### config.mk
export PLATFORM = sky130hd
export DESIGN_NAME = bcd_display_scan
export DESIGN_NICKNAME = d
export VERILOG_FILES = /design/src/rtl/bcd_disp_pkg.sv /design/src/rtl/bcd_display_scan_seg7_decode.sv /design/src/rtl/bcd_display_scan.sv
export SDC_FILE = /design/constraint.sdc
export NUM_CORES = 1
export LEC_CHECK = 0
export ABC_AREA = 0
export BUFFER_PORTS_ARGS = -buffer_cell sky130_fd_sc_hd__buf_2
export CAP_MARGIN = 20
export CORE_ASPECT_RATIO = 2
export CORE_MARGIN = 8
export CORE_UTILIZATION = 25
export CTS_CLUSTER_DIAMETER = 120
export DETAILED_ROUTE_END_ITERATION = 8
export SLEW_MARGIN = 10
export SYNTH_ARGS = -nofsm -noshare
export SYNTH_HDL_FRONTEND = slang
export SYNTH_SLANG_ARGS = --single-unit
export TNS_END_PERCENT = 100
### constraint.sdc
create_clock -name clk -period 7.4 [get_ports clk]
set_input_delay 1.48 -clock clk [delete_from_list [all_inputs] [get_ports clk]]
set_output_delay 1.48 -clock clk [all_outputs]
set_load 0.005 [all_outputs]
### src/rtl/bcd_disp_pkg.sv
// Shared types and constants for the two-digit multiplexed 7-segment display.
// Segment codes are active-low, bit order {g,f,e,d,c,b,a}.
package bcd_disp_pkg;

    typedef enum logic [1:0] {
        ONES_BLANK = 2'd0,
        ONES_ON    = 2'd1,
        TENS_BLANK = 2'd2,
        TENS_ON    = 2'd3
    } scan_state_t;

    localparam logic [6:0] SEG_BLANK = 7'h7F;
    localparam logic [6:0] SEG_DASH  = 7'h3F;

    // Entry [n] is the active-low pattern for digit n.
    localparam logic [9:0][6:0] SEG_CODES = {
        7'h10,  // 9
        7'h00,  // 8
        7'h78,  // 7
        7'h02,  // 6
        7'h12,  // 5
        7'h19,  // 4
        7'h30,  // 3
        7'h24,  // 2
        7'h79,  // 1
        7'h40   // 0
    };

endpackage

### src/rtl/bcd_display_scan_seg7_decode.sv
// BCD to active-low 7-segment decoder. Non-BCD inputs (>9) show a dash.
module seg7_decode
    import bcd_disp_pkg::*;
(
    input  logic [3:0] bcd,
    output logic [6:0] seg_n
);

    // Table lookup for valid digits, dash for anything out of range
    always_comb begin
        seg_n = SEG_DASH;
        if (bcd <= 4'd9) begin
            seg_n = SEG_CODES[bcd];
        end
    end

endmodule

### src/rtl/bcd_display_scan.sv
// Two-digit common-anode 7-segment scanner fed by a BCD counter.
// Digits are captured into a pending register on `load` and promoted to the
// display register only at the frame boundary, so a frame never mixes old and
// new digits. Each lit slot is preceded by an all-anodes-off guard gap.
//
// Build option: LEADING_ZERO_BLANK_EN - when defined, a tens digit of 0 is
// left dark during its slot (timing and frame_tick unchanged).
//
// state      | meaning
// -----------+---------------------------------------------
// ONES_BLANK | guard gap before ones digit, anodes off
// ONES_ON    | ones digit lit (an_n=10)
// TENS_BLANK | guard gap before tens digit, anodes off
// TENS_ON    | tens digit lit (an_n=01); last cycle = frame end
module bcd_display_scan
    import bcd_disp_pkg::*;
#(
    parameter int SCAN_DIV     = 50000,
    parameter int BLANK_CYCLES = 4
) (
    input  logic       clk,
    input  logic       reset_n,
    input  logic [3:0] ones,
    input  logic [3:0] tens,
    input  logic       load,
    output logic [1:0] an_n,
    output logic [6:0] seg_n,
    output logic       frame_tick
);

    localparam int MAX_LEN = (SCAN_DIV > BLANK_CYCLES) ? SCAN_DIV : BLANK_CYCLES;
    localparam int CW      = (MAX_LEN > 1) ? $clog2(MAX_LEN) : 1;

    localparam logic [CW-1:0] SCAN_LAST  = CW'(SCAN_DIV - 1);
    localparam logic [CW-1:0] BLANK_LAST = CW'(BLANK_CYCLES - 1);

    scan_state_t   state_q, state_d;
    logic [CW-1:0] cnt_q, cnt_d;
    logic          slot_last;
    logic          frame_end;

    logic [3:0]    pend_ones_q, pend_tens_q;
    logic [3:0]    disp_ones_q, disp_tens_q;

    logic [3:0]    dig_sel;
    logic [6:0]    dig_seg_n;

    logic [1:0]    an_d;
    logic [6:0]    seg_d;
    logic          tick_d;

    // Slot sequencing: count through the current slot, then advance in fixed order
    always_comb begin
        state_d   = state_q;
        cnt_d     = cnt_q + CW'(1);
        slot_last = 1'b0;
        case (state_q)
            ONES_ON, TENS_ON: slot_last = (cnt_q == SCAN_LAST);
            default:          slot_last = (cnt_q == BLANK_LAST);
        endcase
        if (slot_last) begin
            cnt_d = '0;
            case (state_q)
                ONES_BLANK: state_d = ONES_ON;
                ONES_ON:    state_d = TENS_BLANK;
                TENS_BLANK: state_d = TENS_ON;
                default:    state_d = ONES_BLANK;
            endcase
        end
    end

    assign frame_end = (state_q == TENS_ON) && slot_last;

    // The display register only changes entering ONES_BLANK, so by the time a
    // lit slot is entered the current display value is already the right one.
    assign dig_sel = (state_d == TENS_ON) ? disp_tens_q : disp_ones_q;

    seg7_decode u_seg7_decode (
        .bcd   (dig_sel),
        .seg_n (dig_seg_n)
    );

    // Next-cycle outputs, derived from the next state so they change on the
    // same edge as the state register
    always_comb begin
        an_d   = 2'b11;
        seg_d  = SEG_BLANK;
        tick_d = (state_d == TENS_ON) && (cnt_d == SCAN_LAST);
        case (state_d)
            ONES_ON: begin
                an_d  = 2'b10;
                seg_d = dig_seg_n;
            end
            TENS_ON: begin
`ifdef LEADING_ZERO_BLANK_EN
                if (disp_tens_q != 4'd0) begin
                    an_d  = 2'b01;
                    seg_d = dig_seg_n;
                end
`else
                an_d  = 2'b01;
                seg_d = dig_seg_n;
`endif
            end
            default: begin
                an_d  = 2'b11;
                seg_d = SEG_BLANK;
            end
        endcase
    end

    // State and slot counter
    always_ff @(posedge clk or negedge reset_n) begin
        if (!reset_n) begin
            state_q <= ONES_BLANK;
            cnt_q   <= '0;
        end else begin
            state_q <= state_d;
            cnt_q   <= cnt_d;
        end
    end

    // Pending digits: any load overwrites, last one before the boundary wins
    always_ff @(posedge clk or negedge reset_n) begin
        if (!reset_n) begin
            pend_ones_q <= 4'd0;
            pend_tens_q <= 4'd0;
        end else if (load) begin
            pend_ones_q <= ones;
            pend_tens_q <= tens;
        end
    end

    // Displayed digits: promoted from pending at the frame boundary only; a
    // load on that same edge is not seen here until the following frame
    always_ff @(posedge clk or negedge reset_n) begin
        if (!reset_n) begin
            disp_ones_q <= 4'd0;
            disp_tens_q <= 4'd0;
        end else if (frame_end) begin
            disp_ones_q <= pend_ones_q;
            disp_tens_q <= pend_tens_q;
        end
    end

    // Registered pin drivers, forced dark immediately on reset
    always_ff @(posedge clk or negedge reset_n) begin
        if (!reset_n) begin
            an_n       <= 2'b11;
            seg_n      <= SEG_BLANK;
            frame_tick <= 1'b0;
        end else begin
            an_n       <= an_d;
            seg_n      <= seg_d;
            frame_tick <= tick_d;
        end
    end

endmodule

==> reports/metrics.cfg <==
[synthesis]
synth_top_area_share_pct = 39.0
synth_seq_cells = 44
ys_seq_area_share_pct = 49.5
synth-async-reset-ratio_pct = 100
synthCells = 208
synth_edf_count = 0
synth-warning-count = 0
avgSynthCellArea_sq_um = 10.8
netlist.top_cell.by_area = dfrtp_1
ys.flop_type = dfrtp_1
syn_nets = 227
ys_types = 48
synthTopCellsByArea = dfrtp_1 (39%), dfstp_2 (11%), mux2_2 (8.0%), ha_1 (4.5%), xnor2_1 (3.9%)
syn-cell-area_sq_mm = 0.00225

[setup_path]
worstPathArrival_ps = 3270
path_buf_inv = 2
critPathCaptureType = flip-flop
start_kind = flip-flop
criticalPathCategory = flip-flop to flip-flop
worstPathRequired_ps = 7580
cp_max_fo = 17
path_cells = inv_1 > ha_1 > nor2_1 > or4_4 > a211oi_1 > a21o_4 > mux2i_1 > inv_1 > ha_1 > nor2_1 > nand2_1 > nand3_1 > o311ai_0
max_stage_delay_ps = 540
cpLargestDelayFamily = simple AND/OR/NAND/NOR gates
cp_slowest_cell = or4_4

[layout]
layout.cells.non_filler = 333
fin_area_sq_mm = 0.00264
area_delta_synth_final_pct = 17.6
fillers = 900
layout_common_cells = dfrtp_1 (35), nor2_1 (20), buf_2 (20)
antennaDiodeCount = 0
drive_above_1_share_pct = 26.0
final_nets = 249
final_common_cell = dfrtp_1

[sta]
fin_hold_ws_ps = 502
slew_viol_final = 0
setup_viol = 0
fin_crit_sh_pct = 41.7
rsz0062_at_grt = no
period_needed_ps = 3090
final.setup.tns_ps = 0
clock_skew_ps = 4.84
max_freq_mhz = 324
worst_pin_slew_ps = 480
hold_viol = 0
maxSlewHeadroom_pct = 67.2

[power]
p_leak_uw = 0.00119
power.switching_uw = 100
p_comb_share_pct = 2.8
power_density_mw_per_mm2 = 194
peakVddDrop_v = 0.000135
p_sw_share_pct = 19.6
p_int_uw = 411
power_frac_clock_pct = 48.9
p_seq_share_pct = 48.3

[drt]
ant_nets = 0
drtIter0Drc = 113
routed-via-count = 1586
vias_per_cell = 4.76
drcViolationCount = 0
drt_wl_total_um = 4660
drt-pass1-iter-count = 4
wl_per_cell_um = 14.0

[place]
io_buffers = 20
dp_cells = 324
place_congestion = 0.827
place_area_sq_mm = 0.00245
dp_hpwl_um = 3550

[floorplanning]
placementRows = 49
die_h_um = 150
die_width_um = 83.0
design.core.area_sq_mm = 0.00889
initial_core_util_pct = 25.3
ios = 21
die_area_sq_mm = 0.0125

[grt]
grt_pass1_vias = 1669
grt.overflow.total = 0
globalRouteTotalUtil_pct = 7.87
grt_pass1_wl_um = 8020
grt_start_max_net_pins = 45
antenna_found_initial = 0

[hold_path]
hold_class = flip-flop to flip-flop

[clock_tree]
htreeDepth = 2
root_buffer = clkbuf_16
cts_resized = 0
cts_hold_buf = 0
clock_sinks = 44
cts_tree = done
clk_path_buf_depth = 2
cts_made_buffers = 5
insertion_delay_ps = 280
cts_setup_buffers = 0
clkTransAtPathRegs_ps = 60

[outcome]
outcome = finished clean

[run]
max_cap_viol_count = 0

state kept, by name (all words and copies together) (netlist names):
register / flops
disp_ones_q: 4
state_q: 2
cnt_q: 16
disp_tens_q: 4
pend_tens_q: 4
frame_tick: 1
pend_ones_q: 4
seg_n: 7
an_n: 2
area by class of cell:
| type | instances | area [sq um] | share of cell area, % |
|---|---|---|---|
| Timing Repair Buffer | 22 | 135 | 5.12 |
| Tap cell | 102 | 128 | 4.83 |
| Multi-Input combinational cell | 146 | 1060 | 40.0 |
| Inverter | 11 | 41.3 | 1.56 |
| Clock buffer | 5 | 125 | 4.74 |
| Clock inverter | 3 | 42.5 | 1.61 |
| Sequential cell | 44 | 1110 | 42.1 |
synth_stat cells, drive strengths merged (2+ instances only):
library cell	instances
o211ai	2
nor3	4
o311ai	2
and3	8
inv	11
nor2b	4
nand3	7
and2	2
dfstp	9
o21ai	5
and4	2
xnor2	10
nand4	5
buf	3
nor2	20
o31ai	2
nor3b	2
dfrtp	35
a21oi	3
ha	8
xor2	5
a21o	2
mux2i	4
a211oi	3
clkbuf	4
mux2	17
nand2	14
kinds of logic after synthesis:
kind of cell               Yosys count  synth area share [%]
adders and majority gates            8                  4.46
muxes                               21                  10.5
and+or+nand+nor                     77                  18.1
DFF                                 44                  49.5
buffers and inverters               18                  3.40
AOI/OAI and AO/OA                   25                  8.19
xor gates and xnor gates            15                  5.85
path summary, 6_finish.rpt:
path                                start              to  slack [ps]  cells past startpoint
setup / recovery               state_q[1]        seg_n[5]        4310                     13
setup reg to reg               state_q[1]        seg_n[5]        4310                     13
hold reg to reg            pend_ones_q[2]  pend_ones_q[2]         500                      1
min in group asynchronous         reset_n        cnt_q[7]        1150                      1
hold / removal             pend_ones_q[2]  pend_ones_q[2]         500                      1
max in group asynchronous         reset_n         an_n[0]        5670                      2
per-layer routing:
| metal | GRT usage [%] | share of wire (%) |
|---|---|---|
| met1 | 7.47 | 38 |
| met4 | 5.58 | 4.0 |
| met2 | 14.7 | 55 |
| met5 | 0 | 0 |
| met3 | 1.53 | 2.6 |
worst register-to-register path, cell delays in order (launching register included):
cell	delay, ps
dfrtp_1	410
inv_1	110
ha_1	150
nor2_1	50
or4_4	540
a211oi_1	360
a21o_4	250
mux2i_1	370
inv_1	90
ha_1	250
nor2_1	100
nand2_1	60
nand3_1	90
o311ai_0	150
power by group through the flow:
stage | Sequential, uW | Combinational [uW] | Clock (uW)
final | 247 | 14.1 | 250
after global routing | 248 | 16.0 | 268
after CTS | 247 | 13.0 | 256
after detailed placement | 252 | 13.0 | 0
after global placement | 251 | 12.6 | 0
after floorplan | 251 | 5.28 | 0
per-stage QoR:
step	utilization, %	total power (uW)	worst slack [ps]
6_report	29.7	511	4310
5_1_grt	29.7	532	4060
4_1_cts	29.4	517	4280
3_5_place_dp	27.5	265	4300
3_3_place_gp	27.5	264	4460
2_1_floorplan	-	256	4560
Note: power is estimated with default switching activity, not from simulation.
